[src/rtl/div_iter_pkg.sv]
// Purpose: state encodings shared by the iterative divider and the pipelined multiplier FSMs.
// Latency: n/a (types and helpers only).
// Backpressure: n/a.
package div_iter_pkg;

  // 2'b11 is never entered deliberately; both FSMs treat it as a fault and recover to IDLE
  typedef enum logic [1:0] {
    IDLE   = 2'b00,
    CALC   = 2'b01,
    FINISH = 2'b10,
    UNUSED = 2'b11
  } state_t;

  // Iteration counter width: enough to hold XLEN with one bit of headroom
  function automatic int cnt_width(input int xlen);
    return $clog2(xlen) + 1;
  endfunction

endpackage

[src/rtl/div_iter_step.sv]
// Purpose: one radix-2 restoring division step (shift in dividend bit, compare, subtract).
// Latency: combinational.
// Backpressure: none; evaluated every cycle, consumed only while the divider is calculating.
module div_step #(
  parameter int XLEN = 32
) (
  input  logic [XLEN-1:0] rem_i,
  input  logic            dvd_msb_i,
  input  logic [XLEN-1:0] dvs_i,
  output logic [XLEN-1:0] rem_o,
  output logic            q_bit_o
);

  // Partial remainder is XLEN+1 bits so the shifted value never loses its carry
  logic [XLEN:0] w_shift;
  logic [XLEN:0] w_diff;

  assign w_shift = {rem_i, dvd_msb_i};
  assign w_diff  = w_shift - {1'b0, dvs_i};

  // rem_i < dvs_i always holds, so w_shift - dvs_i lies in [-dvs_i, dvs_i-1] and the
  // top bit of the XLEN+1 bit difference is a clean borrow: clear means shift >= divisor
  assign q_bit_o = ~w_diff[XLEN];
  assign rem_o   = q_bit_o ? w_diff[XLEN-1:0] : w_shift[XLEN-1:0];

endmodule

[src/rtl/div_iter.sv]
// Purpose: iterative radix-2 restoring divider, quotient and remainder of a_i / b_i; signed mode via DIV_SIGNED_EN.
// Latency: ready_o pulses XLEN edges after acceptance (one edge for divide-by-zero); one op per XLEN+2 cycles.
// Backpressure: none; req_i is only sampled in IDLE and is dropped (not queued) while busy; flush_i aborts CALC.
module div_iter
  import div_iter_pkg::*;
#(
  parameter int XLEN = 32
) (
  input  logic            clk_i,
  input  logic            rst_i,
  input  logic            req_i,
  input  logic            flush_i,
  input  logic [XLEN-1:0] a_i,
  input  logic [XLEN-1:0] b_i,
  output logic            ready_o,
  output logic [XLEN-1:0] quotient_o,
  output logic [XLEN-1:0] remainder_o
);

  localparam int CW = cnt_width(XLEN);
  localparam logic [CW-1:0] LAST_STEP = CW'(XLEN - 1);

  state_t          r_state;
  logic [CW-1:0]   r_cnt;
  logic [XLEN-1:0] r_rem;
  logic [XLEN-1:0] r_dvd;   // dividend shifts out at the top, quotient bits shift in at the bottom
  logic [XLEN-1:0] r_dvs;
  logic            r_ready;
  logic [XLEN-1:0] r_quot;
  logic [XLEN-1:0] r_rmd;

  logic [XLEN-1:0] w_a_mag;
  logic [XLEN-1:0] w_b_mag;
  logic [XLEN-1:0] w_rem_next;
  logic            w_q_bit;
  logic [XLEN-1:0] w_q_raw;
  logic [XLEN-1:0] w_r_raw;
  logic [XLEN-1:0] w_q_fix;
  logic [XLEN-1:0] w_r_fix;
  logic            w_accept;

  assign w_accept = (r_state == IDLE) && req_i && !flush_i;

  div_step #(.XLEN(XLEN)) u_step (
    .rem_i     (r_rem),
    .dvd_msb_i (r_dvd[XLEN-1]),
    .dvs_i     (r_dvs),
    .rem_o     (w_rem_next),
    .q_bit_o   (w_q_bit)
  );

  // Result of the final step, before any sign correction
  assign w_q_raw = {r_dvd[XLEN-2:0], w_q_bit};
  assign w_r_raw = w_rem_next;

`ifdef DIV_SIGNED_EN
  logic r_neg_q;
  logic r_neg_r;

  // Magnitudes feed the unsigned core; |MIN| is representable as an unsigned XLEN value
  assign w_a_mag = a_i[XLEN-1] ? -a_i : a_i;
  assign w_b_mag = b_i[XLEN-1] ? -b_i : b_i;

  // Quotient truncates toward zero, remainder follows the dividend's sign
  assign w_q_fix = r_neg_q ? -w_q_raw : w_q_raw;
  assign w_r_fix = r_neg_r ? -w_r_raw : w_r_raw;

  // Capture the result signs alongside the operands on the accepting edge
  always_ff @(posedge clk_i or posedge rst_i) begin
    if (rst_i) begin
      r_neg_q <= 1'b0;
      r_neg_r <= 1'b0;
    end else if (w_accept) begin
      r_neg_q <= a_i[XLEN-1] ^ b_i[XLEN-1];
      r_neg_r <= a_i[XLEN-1];
    end
  end
`else
  assign w_a_mag = a_i;
  assign w_b_mag = b_i;
  assign w_q_fix = w_q_raw;
  assign w_r_fix = w_r_raw;
`endif

  // Control FSM, iteration datapath and registered results
  always_ff @(posedge clk_i or posedge rst_i) begin
    if (rst_i) begin
      r_state <= IDLE;
      r_cnt   <= '0;
      r_rem   <= '0;
      r_dvd   <= '0;
      r_dvs   <= '0;
      r_ready <= 1'b0;
      r_quot  <= '0;
      r_rmd   <= '0;
    end else begin
      case (r_state)
        IDLE: begin
          r_ready <= 1'b0;
          if (w_accept) begin
            r_cnt <= '0;
            r_rem <= '0;
            r_dvd <= w_a_mag;
            r_dvs <= w_b_mag;
            if (b_i == '0) begin
              // Divide-by-zero skips the iterations; the bit pattern is the same signed or unsigned
              r_quot  <= '1;
              r_rmd   <= a_i;
              r_ready <= 1'b1;
              r_state <= FINISH;
            end else begin
              r_state <= CALC;
            end
          end
        end
        CALC: begin
          if (flush_i) begin
            r_state <= IDLE;
          end else begin
            r_rem <= w_rem_next;
            r_dvd <= w_q_raw;
            r_cnt <= r_cnt + CW'(1);
            if (r_cnt == LAST_STEP) begin
              r_quot  <= w_q_fix;
              r_rmd   <= w_r_fix;
              r_ready <= 1'b1;
              r_state <= FINISH;
            end
          end
        end
        FINISH: begin
          r_ready <= 1'b0;
          r_state <= IDLE;
        end
        default: begin
          r_ready <= 1'b0;
          r_state <= IDLE;
        end
      endcase
    end
  end

  assign ready_o     = r_ready;
  assign quotient_o  = r_quot;
  assign remainder_o = r_rmd;

endmodule

[config.mk]
export PLATFORM = sky130hd
export DESIGN_NAME = div_iter
export DESIGN_NICKNAME = d
export VERILOG_FILES = /design/src/rtl/div_iter_pkg.sv /design/src/rtl/div_iter_step.sv /design/src/rtl/div_iter.sv
export SDC_FILE = /design/constraint.sdc
export NUM_CORES = 1
export LEC_CHECK = 0
export BUFFER_PORTS_ARGS = -buffer_cell sky130_fd_sc_hd__buf_2
export CAP_MARGIN = 20
export CORE_UTILIZATION = 58
export CTS_CLUSTER_DIAMETER = 30
export CTS_CLUSTER_SIZE = 8
export DETAILED_ROUTE_END_ITERATION = 10
export PLACE_DENSITY = 0.92
export REMOVE_ABC_BUFFERS = 1
export SYNTH_ARGS = -nofsm -noshare
export SYNTH_HDL_FRONTEND = slang
export SYNTH_HIERARCHICAL = 1
export SYNTH_SLANG_ARGS = --single-unit
[constraint.sdc]
create_clock -name clk_i -period 6.45 [get_ports clk_i]
set_input_delay 0.9675 -clock clk_i [delete_from_list [all_inputs] [get_ports clk_i]]
set_output_delay 0.9675 -clock clk_i [all_outputs]
set_load 0.05 [all_outputs]
# Word level (Yosys, flattened, before mapping)
# Cells that the tools add are included.
[op_classes]
mux = 30
reduce_logical = 11
add_sub_neg = 2
n_bitwise = 1
eq_ne = 7
[ops]
columns = ["operator", "n"]
rows = [
  ["32-bit 2-to-1 mux", 13],
  ["32-bit one-hot mux with 2 select lines", 4],
  ["33-bit by 32-bit subtractor with 33-bit output", 1],
  ["32-bit logical NOT", 1],
  ["6-bit 2-to-1 mux", 2],
  ["6-bit one-hot mux with 2 select lines", 1],
  ["2-bit 2-to-1 mux", 4],
  ["6-bit by 1-bit adder with 6-bit output, second input constant", 1],
  ["6-bit by 5-bit equality test with 1-bit output, second input constant", 1],
  ["2-bit inequality test, second input constant", 3],
  ["2-bit AND reduction", 3],
  ["5-bit AND reduction", 1],
  ["1-bit 2-to-1 mux", 4],
  ["2-bit one-hot mux with 2 select lines", 1],
  ["3-bit inequality test, second input constant", 1],
  ["3-bit AND reduction", 1],
  ["2-bit by 1-bit equality test with 1-bit output, second input constant", 1],
  ["1-bit logical AND", 2],
  ["2-bit logical NOT", 1],
  ["2-bit by 1-bit inequality test with 1-bit output, second input constant", 1],
  ["1-bit one-hot mux with 2 select lines", 1],
  ["2-bit nonzero test", 1],
  ["1-bit logical NOT", 1],
  ["1-bit inverter", 1],
]
[word_totals]
input_bits = 68
wordCells = 59
output_inout_bits = 65
register_bits = 169

# Depth between registers and ports, before layout
# Gate-level depths: netlist of run 1.
[logic_depth]
depth_word = 5
ltp_mapped = 17
mapped_depth_nobuf = 15

# Hierarchy
# Netlist of run 1, hierarchy kept.
[by_module_without_submodules]
columns = ["mod", "n_inst", "cells_each", "seq_area_each_um2", "area_per_inst_um2"]
rows = [
  ["div_iter", 1, 716, 4229.1, 6932.9],
  ["div_step", 1, 305, 0.0, 2358.5],
]

# Worst setup path before layout of run 1
# OpenSTA, ideal clock, no wires.
[synth_timing]
path_type = "reg-to-reg"
startpoint = "reg r_dvd[31]"
endpoint = "reg r_rmd[10], in the netlist remainder_o[10]"
t_required_ns = 6.327
setup_ns = 0.123
arrival_time_ns = 3.297
path_buffers = 2
synth_period_minus_slack_ns = 3.420
path_stages_with_launch = 18
path_slack_ns = 3.030
cell_sequence = "dfrtp_1 inv_1 ha_1 fa_1 and2b_2 o2111ai_2 a21oi_2 o2111ai_1 a211oi_2 nor2_4 mux2i_4 and2_4 buf_12 inv_8 buf_12 mux2_4 a21oi_1 a21oi_1"
[synth_via]
elab_chain_len = 5
[synth_lines]
columns = ["element", "line", "text"]
rows = [
  ["start: declaration", "div_iter.sv:26", "logic [XLEN-1:0] r_dvd;"],
  ["start signal: assignment", "div_iter.sv:103", "r_dvd <= w_a_mag;"],
  ["start signal: assignment", "div_iter.sv:121", "r_dvd <= w_q_raw;"],
  ["33-bit by 32-bit subtractor with 33-bit output", "div_iter_step.sv:19", "assign w_diff = w_shift - {1'b0, dvs_i};"],
  ["32-bit 2-to-1 mux", "div_iter_step.sv:24", "assign rem_o = q_bit_o ? w_diff[XLEN-1:0] : w_shift[XLEN-1:0];"],
  ["named net w_r_fix[10]", "div_iter.sv:39", "logic [XLEN-1:0] w_r_fix;"],
  ["32-bit 2-to-1 mux", "div_iter.sv:123", "if (r_cnt == LAST_STEP) begin"],
  ["32-bit 2-to-1 mux", "div_iter.sv:117", "if (flush_i) begin"],
  ["32-bit one-hot mux with 2 select lines", "div_iter.sv:97", "case (r_state)"],
  ["end signal: assignment", "div_iter.sv:108", "r_rmd <= a_i;"],
  ["end signal: assignment", "div_iter.sv:125", "r_rmd <= w_r_fix;"],
  ["end: declaration", "div_iter.sv:30", "logic [XLEN-1:0] r_rmd;"],
]
# The timed path passes the listed nets, and every way through them passes these cells. The select of a mux whose other input is x is not followed.
# A chain may end at the register's enable or synchronous reset.

# Worst setup path after layout of run 1
[layout_timing]
startpoint = "reg r_dvd[31]"
endpoint = "reg r_rmd[28], in the netlist remainder_o[28]"
# Same word-level chain as after synthesis.

==> key figures, run 1 <==
Synthesis
  • Simple-gate area share of the yosys netlist: 0.181
  • Synth Area in Compound Gates: 0.197
  • Sequential area share after synthesis: 0.455
  • Largest family of logic cells by synthesized area: compound AO/OA/AOI/OAI gates
  • Post-Synthesis Cell Area: 9290 µm²
  • Avg Cell Area, Syn: 9.10 µm²
  • Post-synthesis instance total: 1021
  • Netlist cell types: 70
  • Multiplexer share of the synthesized area: 0.0391
  • EDFF count, synth: 0
  • Xor/xnor share of the synthesized area: 0.0273
  • Yosys warns: 6
  • Synth Area in Adders: 0.0466
  • Async S/R FF share, synth: 1.00
  • Yosys reg bits: 169
  • Most used DFF post-synth: dfrtp_1

Critical path
  • Worst Path Arrival: 4380 ps
  • Crit-path max FO: 25
  • Crit start category: register
  • Worst path required time: 6740 ps
  • Crit-path cells: inv_1, ha_1, fa_1, and2b_2, o2111ai_2, a21oi_2, o2111ai_1, a211oi_2, nor2_4, mux2i_4, and2_4, inv_8, mux2_4, a21oi_1, a21oi_1
  • CP most frequent cell: a21oi_1
  • Critical Path End Type: register
  • Slowest stage cell on the critical path: mux2i_4
  • Crit Path Class: register to register
  • R2R cell count: 15
  • Largest stage delay, worst path: 440 ps

Placed design
  • Dpl hpwl: 15.4 mm
  • Placed insts: 1310
  • Final GP Congestion: 0.884
  • I/O Buffers: 132
  • DP Area: 9950 µm²

STA
  • Tmin final: 4080 ps
  • Least-Margin Pin Slew: 1050 ps
  • Fin crit share: 0.633
  • Slew margin rel.: 0.302
  • Setup TNS: 0 ps
  • Final setup viols: 0
  • Clock Skew: 12.8 ps
  • Final Slew Violations: 0
  • Max Clk Rate: 0.245 GHz
  • Hold Vio Cnt, Final: 0
  • RSZ-0062 raised after global routing: false

Final layout
  • Non-Filler Instances: 1342
  • Finished Cell Area: 10500 µm²
  • Fraction of layout cells with a size suffix above 1: 0.188
  • Final core utilization: 0.680
  • Layout area overhead: 13.0%
  • Diodes inserted: 0
  • Nets: 1221

Clock tree
  • Postcts setup bufs: 0
  • H-tree depth: 4
  • Number of hold buffers added after cts: 0
  • CTS tree: done
  • Max Root-Sink Buffers: 2
  • CTS Buf Count: 17
  • Clk sinks: 169
  • Post-cts gate resize count: 0
  • Clock latency on the worst-skew pair: 430 ps
  • CTS Root Cell: clkbuf_16
  • Clk pin slew, worst setup/hold paths: 60 ps

Floorplan
  • I/O Pins: 133
  • # rows: 45
  • Die Span Y: 129 µm
  • Core box area: 15400 µm²
  • Die footprint: 16500 µm²
  • Starting Density: 0.602
  • Die W: 129 µm

Routing
  • Wire per inst: 17.3 µm
  • Vias: 8116
  • Drt first pass iters: 5
  • DR vias/cell: 6.05
  • Initial DRC Count: 549
  • DRT antenna net count: 0
  • DRT Wirelength: 23.3 mm
  • DRC: 0

Global routing
  • Grt ovf: 0
  • Number of global-route vias before repair: 7989
  • GRT Total Usage: 0.295
  • Initial antenna violation count: 0
  • First-pass GRT wire length: 38.3 mm
  • Largest net degree at the start of global routing: 104

Power
  • Worst VDD drop: 0.330 mV
  • P per Cell Area: 458 nW/µm²
  • P_leak: 0.00505 µW

Worst hold path
  • Hold/Removal Path Class: register to register
  • WHS Path Cells: 2

Run status
  • Status: complete, no violations

Job
  • MaxCap Viol Count: 0
==> per-layer routing <==
metal	GRT usage	wire length [µm]	vias to the layer above
li1	-	-	3758
met1	0.375	9630	3916
met2	0.486	11300	380
met3	0.0615	1650	62
met4	0.131	706	0
met5	0	0	-
==> registers in the layout, indices dropped and copies added (netlist names) <==
name,flops
quotient_o,32
r_cnt,6
r_dvd,32
r_dvs,32
r_rem,32
r_state,2
ready_o,1
remainder_o,32
==> cell families after synthesis <==
group,after synthesis
simple gates,365
compound gates,301
flops,169
buf+inv,98
fa+ha+maj,34
xor+xnor,29
mux,25
==> cell usage after synthesis, types with 2 or more instances <==
master / n / area share
nand3_1: 48 / 0.026
inv_1: 35 / 0.014
nand4_1: 9 / 0.0061
dfrtp_1: 169 / 0.46
and2_1: 33 / 0.022
a31oi_1: 6 / 0.0040
o22a_1: 32 / 0.030
a21o_1: 17 / 0.014
mux2_2: 4 / 0.0048
nand2b_1: 3 / 0.0020
and3_4: 2 / 0.0024
o31ai_1: 4 / 0.0032
o21a_1: 7 / 0.0057
buf_2: 6 / 0.0032
a21oi_1: 154 / 0.083
buf_4: 8 / 0.0065
a211oi_1: 2 / 0.0016
mux2_4: 19 / 0.031
buf_6: 4 / 0.0048
xor2_1: 15 / 0.014
clkbuf_1: 38 / 0.015
buf_12: 3 / 0.0065
nor3b_1: 3 / 0.0024
and3_1: 4 / 0.0027
nor3_1: 8 / 0.0043
o21ai_0: 52 / 0.028
or3_1: 4 / 0.0027
nand2_1: 212 / 0.086
xnor2_1: 14 / 0.013
o21bai_1: 4 / 0.0032
buf_1: 2 / 0.00081
nor2b_1: 3 / 0.0020
ha_1: 33 / 0.044
nor2_1: 17 / 0.0069
o2111ai_1: 4 / 0.0038
nor4_1: 9 / 0.0061
==> final cells by class <==
type / instances / area (µm²)
clock buffer: 24 / 482
clock inverter: 7 / 45.0
fill: 1197 / 4930
inverter: 36 / 148
sequential: 169 / 4230
timing repair buffer: 141 / 736
multi-input combinational: 754 / 4590
tap: 211 / 264
==> critical path, delay by kind of cell, from the launching register on <==
family | cells | cell delay [ps]
buffers and inverters | 2 | 200
AO/OA/AOI/OAI | 6 | 1190
adder cells (fa/ha/maj) | 2 | 660
AND/OR/NAND/NOR | 3 | 730
flip-flops | 1 | 380
multiplexers | 2 | 790
==> final timing paths <==
| check | from | to | slack [ps] |
|---|---|---|---|
| worst max-delay path | r_dvd[31] | remainder_o[28] | 2370 |
| max in group asynchronous | rst_i | r_rem[14] | 4250 |
| worst min-delay path | r_dvs[24] | r_dvs[24] | 480 |
| worst min register to register | r_dvs[24] | r_dvs[24] | 480 |
| min in group asynchronous | rst_i | quotient_o[0] | 750 |
| worst max register to register | r_dvd[31] | remainder_o[28] | 2370 |
==> metrics by stage <==
step,hold WS [ps],setup WS (ps),total power [µW]
after floorplan,446,907,3270
after global placement,459,1800,3770
after detailed placement,463,1710,3860
after CTS,479,2150,4790
after global routing,501,2260,5080
final,478,2370,4810
==> power breakdown <==
part           switching [µW]  internal, µW
registers                 258          1430
clock network             402           519
logic                    1570           634
==> cells in the final DEF (no fill, tap or decap), types with 6 or more instances in the layout <==
| master | count |
|---|---|
| o22a_1 | 32 |
| a21oi_1 | 154 |
| nor2_1 | 16 |
| buf_4 | 8 |
| nor4_1 | 9 |
| clkbuf_16 | 17 |
| nor3_1 | 8 |
| inv_1 | 34 |
| nand4_1 | 9 |
| and2_1 | 32 |
| a31oi_1 | 6 |
| xor2_1 | 15 |
| nand2_1 | 212 |
| buf_2 | 132 |
| a21o_1 | 17 |
| mux2_4 | 19 |
| xnor2_1 | 14 |
| nand3_1 | 48 |
| o21a_1 | 7 |
| dfrtp_1 | 169 |
| ha_1 | 33 |
| o21ai_0 | 52 |
Note: power is estimated with default switching activity, not from simulation.
==> run 2, diff against run 1 <==
--- a/config.mk
+++ b/config.mk
@@ -5,9 +5,10 @@
 export SDC_FILE = /design/constraint.sdc
 export NUM_CORES = 1
 export LEC_CHECK = 0
+export ABC_AREA = 1
 export BUFFER_PORTS_ARGS = -buffer_cell sky130_fd_sc_hd__buf_2
 export CAP_MARGIN = 20
-export CORE_UTILIZATION = 58
+export CORE_UTILIZATION = 59
 export CTS_CLUSTER_DIAMETER = 30
 export CTS_CLUSTER_SIZE = 8
 export DETAILED_ROUTE_END_ITERATION = 10
==> constraint.sdc (replaced) <==
create_clock -name clk_i -period 4 [get_ports clk_i]
set_input_delay 0.6 -clock clk_i [delete_from_list [all_inputs] [get_ports clk_i]]
set_output_delay 0.6 -clock clk_i [all_outputs]
set_load 0.05 [all_outputs]
==> run 2 against run 1 <==
Routed wire length up 29%. Utilization up 0.47 points. Clock skew down 1.4 ps. Critical path depth up 5. Final cell count up 44%. Sequential cell count unchanged. Synthesized area up 14%. First-iteration DRC count up 99%. Clock-buffer cell count down 6. Worst setup slack worse by 1300 ps. Register-to-register slack worse by 1300 ps. Critical path type unchanged. Critical endpoint is now remainder_o[17].
==> key figures, run 2 <==
STA
  • Slew margin rel.: 0.511 (+0.210)
  • Fin crit share: 0.731 (+0.0980)
  • Final Slew Violations: 0 (unchanged)
  • Max Clk Rate: 0.342 GHz (+40%)
  • Hold slack: 299 ps (-180 ps)
  • Hold Vio Cnt, Final: 0 (unchanged)
  • Tmin final: 2920 ps (-1160 ps)
  • Setup TNS: 0 ps (unchanged)
  • RSZ-0062 raised after global routing: false
  • Least-Margin Pin Slew: 733 ps (-314 ps)
  • Final setup viols: 0 (unchanged)
  • Clock Skew: 11.3 ps (-1.42 ps)

Synthesis
  • Most used DFF post-synth: dfrtp_1
  • Avg Cell Area, Syn: 6.68 µm² (-27%)
  • Post-Synthesis Cell Area: 10600 µm² (+14%)
  • Xor/xnor share of the synthesized area: 0.0132 (-0.0142)
  • Synth Area in Compound Gates: 0.0720 (-0.125)
  • Top-count cell post-synth: nand2_1
  • Yosys warns: 6 (unchanged)
  • Post-synthesis instance total: 1592 (+56%)
  • Multiplexer share of the synthesized area: 0 (-0.0391)
  • Synth Area in Adders: 0.0407 (-0.00589)
  • Largest family of logic cells by synthesized area: simple AND/OR/NAND/NOR gates
  • EDFF count, synth: 0 (unchanged)
  • Top post-synthesis cells by count: nand2_1 (746), inv_1 (202), dfrtp_1 (169)
  • Netlist cell types: 37 (-47%)
  • Sequential area share after synthesis: 0.398 (-0.0575)
  • Synth top area cells: dfrtp_1 (40%), nand2_1 (26%), inv_1 (7.1%)
  • Async S/R FF share, synth: 1.00 (unchanged)
  • Yosys reg bits: 169 (unchanged)
  • Simple-gate area share of the yosys netlist: 0.367 (+0.185)
  • Yosys top cell by area: dfrtp_1
  • Synth top area share: 0.398 (-0.0575)

Critical path
  • Critical path destination: remainder_o[17]
  • Setup crit start: r_dvd[31]
  • Crit-path cells: inv_1, ha_1, fa_1, inv_1, nand2_1, nand2_1, nand3_1, nand2_2, nand2_2, nand2_2, nand2_4, nand2_4, nand2_2, nand2_4, nand2_2, nand2_1, nand2_1, nand2_1, nand3_1, nand2_1
  • Worst path depth: 20 (+5)
  • R2R cell count: 20 (+5)
  • Worst reg2reg setup slack: 1080 ps (-1290 ps)
  • Crit start category: register
  • Worst Path Arrival: 3300 ps (-1080 ps)
  • Buf/Inv on CP: 2 (unchanged)
  • Crit Path Class: register to register
  • Largest stage delay, worst path: 400 ps (-40 ps)
  • Critical Path End Type: register
  • Slowest stage cell on the critical path: fa_1
  • CP most frequent cell: nand2_1
  • RR Endpoint: remainder_o[17]
  • Reg-to-reg startpoint: r_dvd[31]
  • CP top delay family: simple AND/OR/NAND/NOR gates
  • Worst path required time: 4370 ps (-2370 ps)
  • Crit-path max FO: 32 (+28%)

Final layout
  • Nets: 1794 (+47%)
  • Commonest non-fill, non-tap cell in the layout: nand2_1
  • Non-Filler Instances: 1930 (+44%)
  • Diodes inserted: 0 (unchanged)
  • Layout area overhead: 12.6%
  • Commonest non-fill, non-tap cells in the layout: nand2_1 (745), inv_1 (201), dfrtp_1 (169)
  • FILL cells: 1504 (+26%)
  • Fraction of layout cells with a size suffix above 1: 0.128 (-0.0599)

Floorplan
  • Die Span Y: 136 µm (+6.0%)
  • Core box area: 17500 µm² (+13%)
  • Die footprint: 18600 µm² (+12%)
  • # rows: 48 (+6.7%)
  • I/O Pins: 133 (unchanged)
  • Die W: 136 µm (+6.0%)
  • Starting Density: 0.609 (+0.00626)

Clock tree
  • CTS Root Cell: clkbuf_16
  • Number of hold buffers added after cts: 0 (unchanged)
  • Postcts setup bufs: 0 (unchanged)
  • H-tree depth: 4 (unchanged)
  • Clk pin slew, worst setup/hold paths: 70 ps (about the same)
  • CTS tree: done
  • Post-cts gate resize count: 0 (unchanged)
  • Max Root-Sink Buffers: 2 (unchanged)
  • CTS Buf Count: 17 (unchanged)
  • Clock latency on the worst-skew pair: 440 ps (about the same)
  • Clk sinks: 169 (unchanged)

Routing
  • DRT Wirelength: 29.9 mm (+29%)
  • DRC: 0 (unchanged)
  • Wire per inst: 15.5 µm (-11%)
  • Initial DRC Count: 1091 (+99%)
  • Vias: 10400 (+28%)
  • Drt first pass iters: 7 (+2)
  • DR vias/cell: 5.37 (-11%)
  • DRT antenna net count: 0 (unchanged)

Global routing
  • Initial antenna violation count: 0 (unchanged)
  • GRT Total Usage: 0.338 (+0.0434)
  • Largest net degree at the start of global routing: 81 (-22%)
  • Number of global-route vias before repair: 9780 (+22%)
  • First-pass GRT wire length: 48.2 mm (+26%)
  • Grt ovf: 0 (unchanged)

Placed design
  • Dpl hpwl: 21.1 mm (+37%)
  • Placed insts: 1897 (+45%)
  • I/O Buffers: 132 (unchanged)
  • Final GP Congestion: 1.01 (+14%)

Worst hold path
  • Hold/Removal Path Class: input port to asynchronous set/reset pin

Job
  • MaxCap Viol Count: 0 (unchanged)

Run status
  • Status: complete, no violations
-- run 2: cell count changes after synthesis, moves of 21 or more --
cell,previous run,this run
nor2_1,17,63
nand2_1,212,746
o21ai_0,52,104
a21oi_1,154,26
o22a_1,32,0
nand2_2,0,23
clkbuf_1,38,17
nand3_1,48,99
inv_1,35,202
and2_1,33,3
-- run 2: layout make-up --
cell class | instances | area [µm²] | share of cell area
Inverter | 207 | 782 | 0.0653
Clock inverter | 14 | 205 | 0.0171
Timing Repair Buffer | 143 | 788 | 0.0658
Tap cell | 225 | 282 | 0.0235
Multi-Input combinational cell | 1154 | 5250 | 0.438
Sequential cell | 169 | 4230 | 0.353
Clock buffer | 18 | 439 | 0.0367
-- run 2: worst register-to-register path: stages (launching register included) --
cell and delay (ps):
dfrtp_1 380, inv_1 60, ha_1 230, fa_1 400, inv_1 110, nand2_1 60, nand2_1 70, nand3_1 80
nand2_2 120, nand2_2 60, nand2_2 90, nand2_4 70, nand2_4 70, nand2_2 60, nand2_4 350, nand2_2 80
nand2_1 80, nand2_1 100, nand2_1 150, nand3_1 110, nand2_1 120
-- run 2: how the worst min path moves through the flow --
stage                    startpoint         endpoint  cells past startpoint
global placement    remainder_o[10]  remainder_o[10]                      2
global route                  rst_i    quotient_o[5]                      2
finish                        rst_i    quotient_o[5]                      2
CTS                           rst_i    quotient_o[5]                      2
detailed placement   quotient_o[22]   quotient_o[22]                      2
floorplan                 r_dvs[10]        r_dvs[10]                      2
-- run 2: layer usage --
layer	vias to the layer above	part of all wire	routed length, µm	track usage
met2	452	0.48	14300	0.564
met4	0	0.046	1370	0.175
met5	-	0	0	0
met1	4754	0.41	12300	0.429
met3	90	0.065	1940	0.0425
li1	5066	-	-	-
-- run 2: cell families (layout without fill, tap and decap cells) --
logic type               count (synthesis)  after routing
AND/OR/NAND/NOR                        961            961
adder cells (fa/ha/maj)                 34             34
XOR/XNOR                                16             16
flip-flops                             169            169
buffers and inverters                  269            382
AO/OA/AOI/OAI                          143            143
-- run 2: through the flow --
| stage | instance area, µm² | utilization | worst slack [ps] |
|---|---|---|---|
| after detailed placement | 11300 | 0.647 | 1200 |
| after global placement | 11300 | 0.645 | 1230 |
| final | 12000 | 0.685 | 1080 |
| after CTS | 11900 | 0.683 | 1170 |
| after floorplan | 10200 | - | -1180 |
| after global routing | 12000 | 0.685 | 892 |
Power of run 2 is not shown: default switching activity piles up to over one toggle a cycle in this logic, so the estimate is an artifact.
==> run 3, diff against run 2 <==
--- a/config.mk
+++ b/config.mk
@@ -8,11 +8,11 @@
 export ABC_AREA = 1
 export BUFFER_PORTS_ARGS = -buffer_cell sky130_fd_sc_hd__buf_2
 export CAP_MARGIN = 20
-export CORE_UTILIZATION = 59
+export CORE_UTILIZATION = 53
 export CTS_CLUSTER_DIAMETER = 30
 export CTS_CLUSTER_SIZE = 8
 export DETAILED_ROUTE_END_ITERATION = 10
-export PLACE_DENSITY = 0.92
+export PLACE_DENSITY = 0.88
 export REMOVE_ABC_BUFFERS = 1
 export SYNTH_ARGS = -nofsm -noshare
 export SYNTH_HDL_FRONTEND = slang
==> constraint.sdc (replaced) <==
create_clock -name clk_i -period 2.4 [get_ports clk_i]
set_input_delay 0.36 -clock clk_i [delete_from_list [all_inputs] [get_ports clk_i]]
set_output_delay 0.36 -clock clk_i [all_outputs]
set_load 0.05 [all_outputs]
==> run 3 against run 2 <==
The run now ends with setup timing left. Cell area grew 12%. Hold slack got worse by 170 ps. Clock skew fell by 1.5 ps. Critical path type unchanged.
==> key figures, run 3 (same netlist as run 2, synthesis figures left out) <==
Worst hold path
  • Hold_sp: b_i[17]
  • Hold/Removal Path Class: input port to register
  • WHS Path Cells: 3
  • Worst Hold End: r_dvs[17]

Final layout
  • Commonest non-fill, non-tap cell in the layout: nand2_1
  • Nets: 1892 (+5.5%)
  • Non-Filler Instances: 2067 (+7.1%)
  • Commonest non-fill, non-tap cells in the layout: nand2_1 (684), inv_1 (200), dfrtp_1 (168)
  • Finished Cell Area: 13400 µm² (+12%)
  • Diodes inserted: 0 (unchanged)
  • Fraction of layout cells with a size suffix above 1: 0.228 (+0.0991)
  • Layout area overhead: 25.7%

Routing
  • DR vias/cell: 5.36 (about the same)
  • Vias: 11100 (+7.0%)
  • DRC: 0 (unchanged)
  • Initial DRC Count: 1041 (-4.6%)
  • DRT antenna net count: 0 (unchanged)
  • Drt first pass iters: 6 (-1)
  • Wire per inst: 16.0 µm (+3.2%)
  • DRT Wirelength: 33.1 mm (+11%)

Floorplan
  • I/O Pins: 133 (unchanged)
  • Core box area: 19600 µm² (+12%)
  • Die footprint: 20600 µm² (+11%)
  • Die W: 144 µm (+5.4%)
  • # rows: 51 (+6.3%)
  • Starting Density: 0.543 (-0.0656)
  • Die Span Y: 144 µm (+5.4%)

Placed design
  • I/O Buffers: 132 (unchanged)
  • DP Worst Slack: -149 ps (-1350 ps)
  • Placed insts: 2027 (+6.9%)
  • Dpl hpwl: 22.2 mm (+5.5%)
  • Final GP Congestion: 0.958 (-4.9%)
  • DP Area: 12100 µm² (+7.2%)

Clock tree
  • Clock latency on the worst-skew pair: 430 ps (about the same)
  • CTS Buf Count: 17 (unchanged)
  • CTS tree: done
  • Max Root-Sink Buffers: 2 (unchanged)
  • Clk pin slew, worst setup/hold paths: 70 ps (about the same)
  • Clk sinks: 169 (unchanged)
  • CTS Root Cell: clkbuf_16
  • H-tree depth: 4 (unchanged)

STA
  • Final Slew Violations: 0 (unchanged)
  • Setup TNS: -5640 ps (-5640 ps)
  • Least-Margin Pin Slew: 688 ps (-45.0 ps)
  • Fin crit share: 1.08 (+0.347)
  • Hold Vio Cnt, Final: 0 (unchanged)
  • Tmin final: 2590 ps (-337 ps)
  • RSZ-0062 raised after global routing: true
  • Final setup viols: 61 (+61)
  • Slew margin rel.: 0.541 (+0.0300)
  • Clock Skew: 9.88 ps (-1.45 ps)
  • Max Clk Rate: 0.387 GHz (+13%)
  • Setup WS post-layout: -187 ps (-1260 ps)

Global routing
  • Initial antenna violation count: 0 (unchanged)
  • Number of global-route vias before repair: 10400 (+6.3%)
  • Grt ovf: 0 (unchanged)
  • GRT Total Usage: 0.316 (-0.0220)
  • First-pass GRT wire length: 50.2 mm (+4.1%)
  • Largest net degree at the start of global routing: 68 (-16%)

Critical path
  • Critical Path End Type: register
  • RR Endpoint: r_rem[12]
  • Worst reg2reg setup slack: -190 ps (-1260 ps)
  • Worst Path Arrival: 2910 ps (-390 ps)
  • Crit-path max FO: 8 (-75%)
  • Crit start category: register
  • Worst path required time: 2720 ps (-1650 ps)
  • Reg-to-reg startpoint: r_dvd[31]
  • Crit Path Class: register to register
  • R2R cell count: 19 (-5.0%)

Run status
  • Status: complete, but fails checks
  • Failing checks: setup timing

Job
  • MaxCap Viol Count: 0 (unchanged)
==> run 3: worst max path at each step <==
stage	start	end	cells past startpoint
2_1_floorplan	rst_i	quotient_o[0]	1
3_3_place_gp	r_rem[6]	remainder_o[25]	15
3_5_place_dp	r_dvd[31]	remainder_o[2]	21
4_1_cts	r_dvd[31]	remainder_o[14]	21
5_1_grt	r_dvd[31]	r_rem[12]	19
6_report	r_dvd[31]	r_rem[12]	19
==> run 3: cell type report <==
type / instances / area, µm²
repair buffers: 241 / 1710
clock inverters: 14 / 208
well taps: 265 / 332
inverters: 207 / 782
multi-input cells: 1154 / 5680
clock buffers: 17 / 425
flip-flops and latches: 169 / 4230
fillers: 1540 / 6220
==> run 3: what timing repair did <==
item / 4_1_cts / 5_1_grt
setup buffers: 1 / 1
cloned: 1 / 5
pin swaps: 7 / 97
hold buffers: 1 / 0
endpoints found under the setup margin: 65 / 66
endpoints found under the hold margin: 36 / 0
gates resized for setup: 23 / 115
==> run 3: stage by stage <==
| step | utilization | hold slack, ps |
|---|---|---|
| CTS | 0.658 | 124 |
| global placement | 0.618 | 378 |
| global route | 0.682 | 139 |
| floorplan | - | 449 |
| detailed placement | 0.618 | 385 |
| finish | 0.682 | 132 |
==> run 3: routing by layer <==
metal	GRT usage	share of wire	vias up
li1	-	-	5260
met1	0.391	0.40	5159
met5	0	0	-
met2	0.548	0.49	559
met4	0.146	0.045	0
met3	0.0413	0.071	109
==> run 3: critical path: stages (launching register included) <==
cell and delay (ps):
dfrtp_1 360, inv_1 50, ha_2 190, fa_2 400, inv_2 80, nand2_2 50, nand2_2 90, nand3_2 70
nand2_2 80, nand2_2 60, nand2_4 80, nand2_4 70, nand2_4 90, nand2_4 70, nand2_8 120, clkbuf_16 170
nand2_1 50, nand2_1 60, nand2_1 70, o21ai_0 260
Power of run 3 is left out for the same reason.
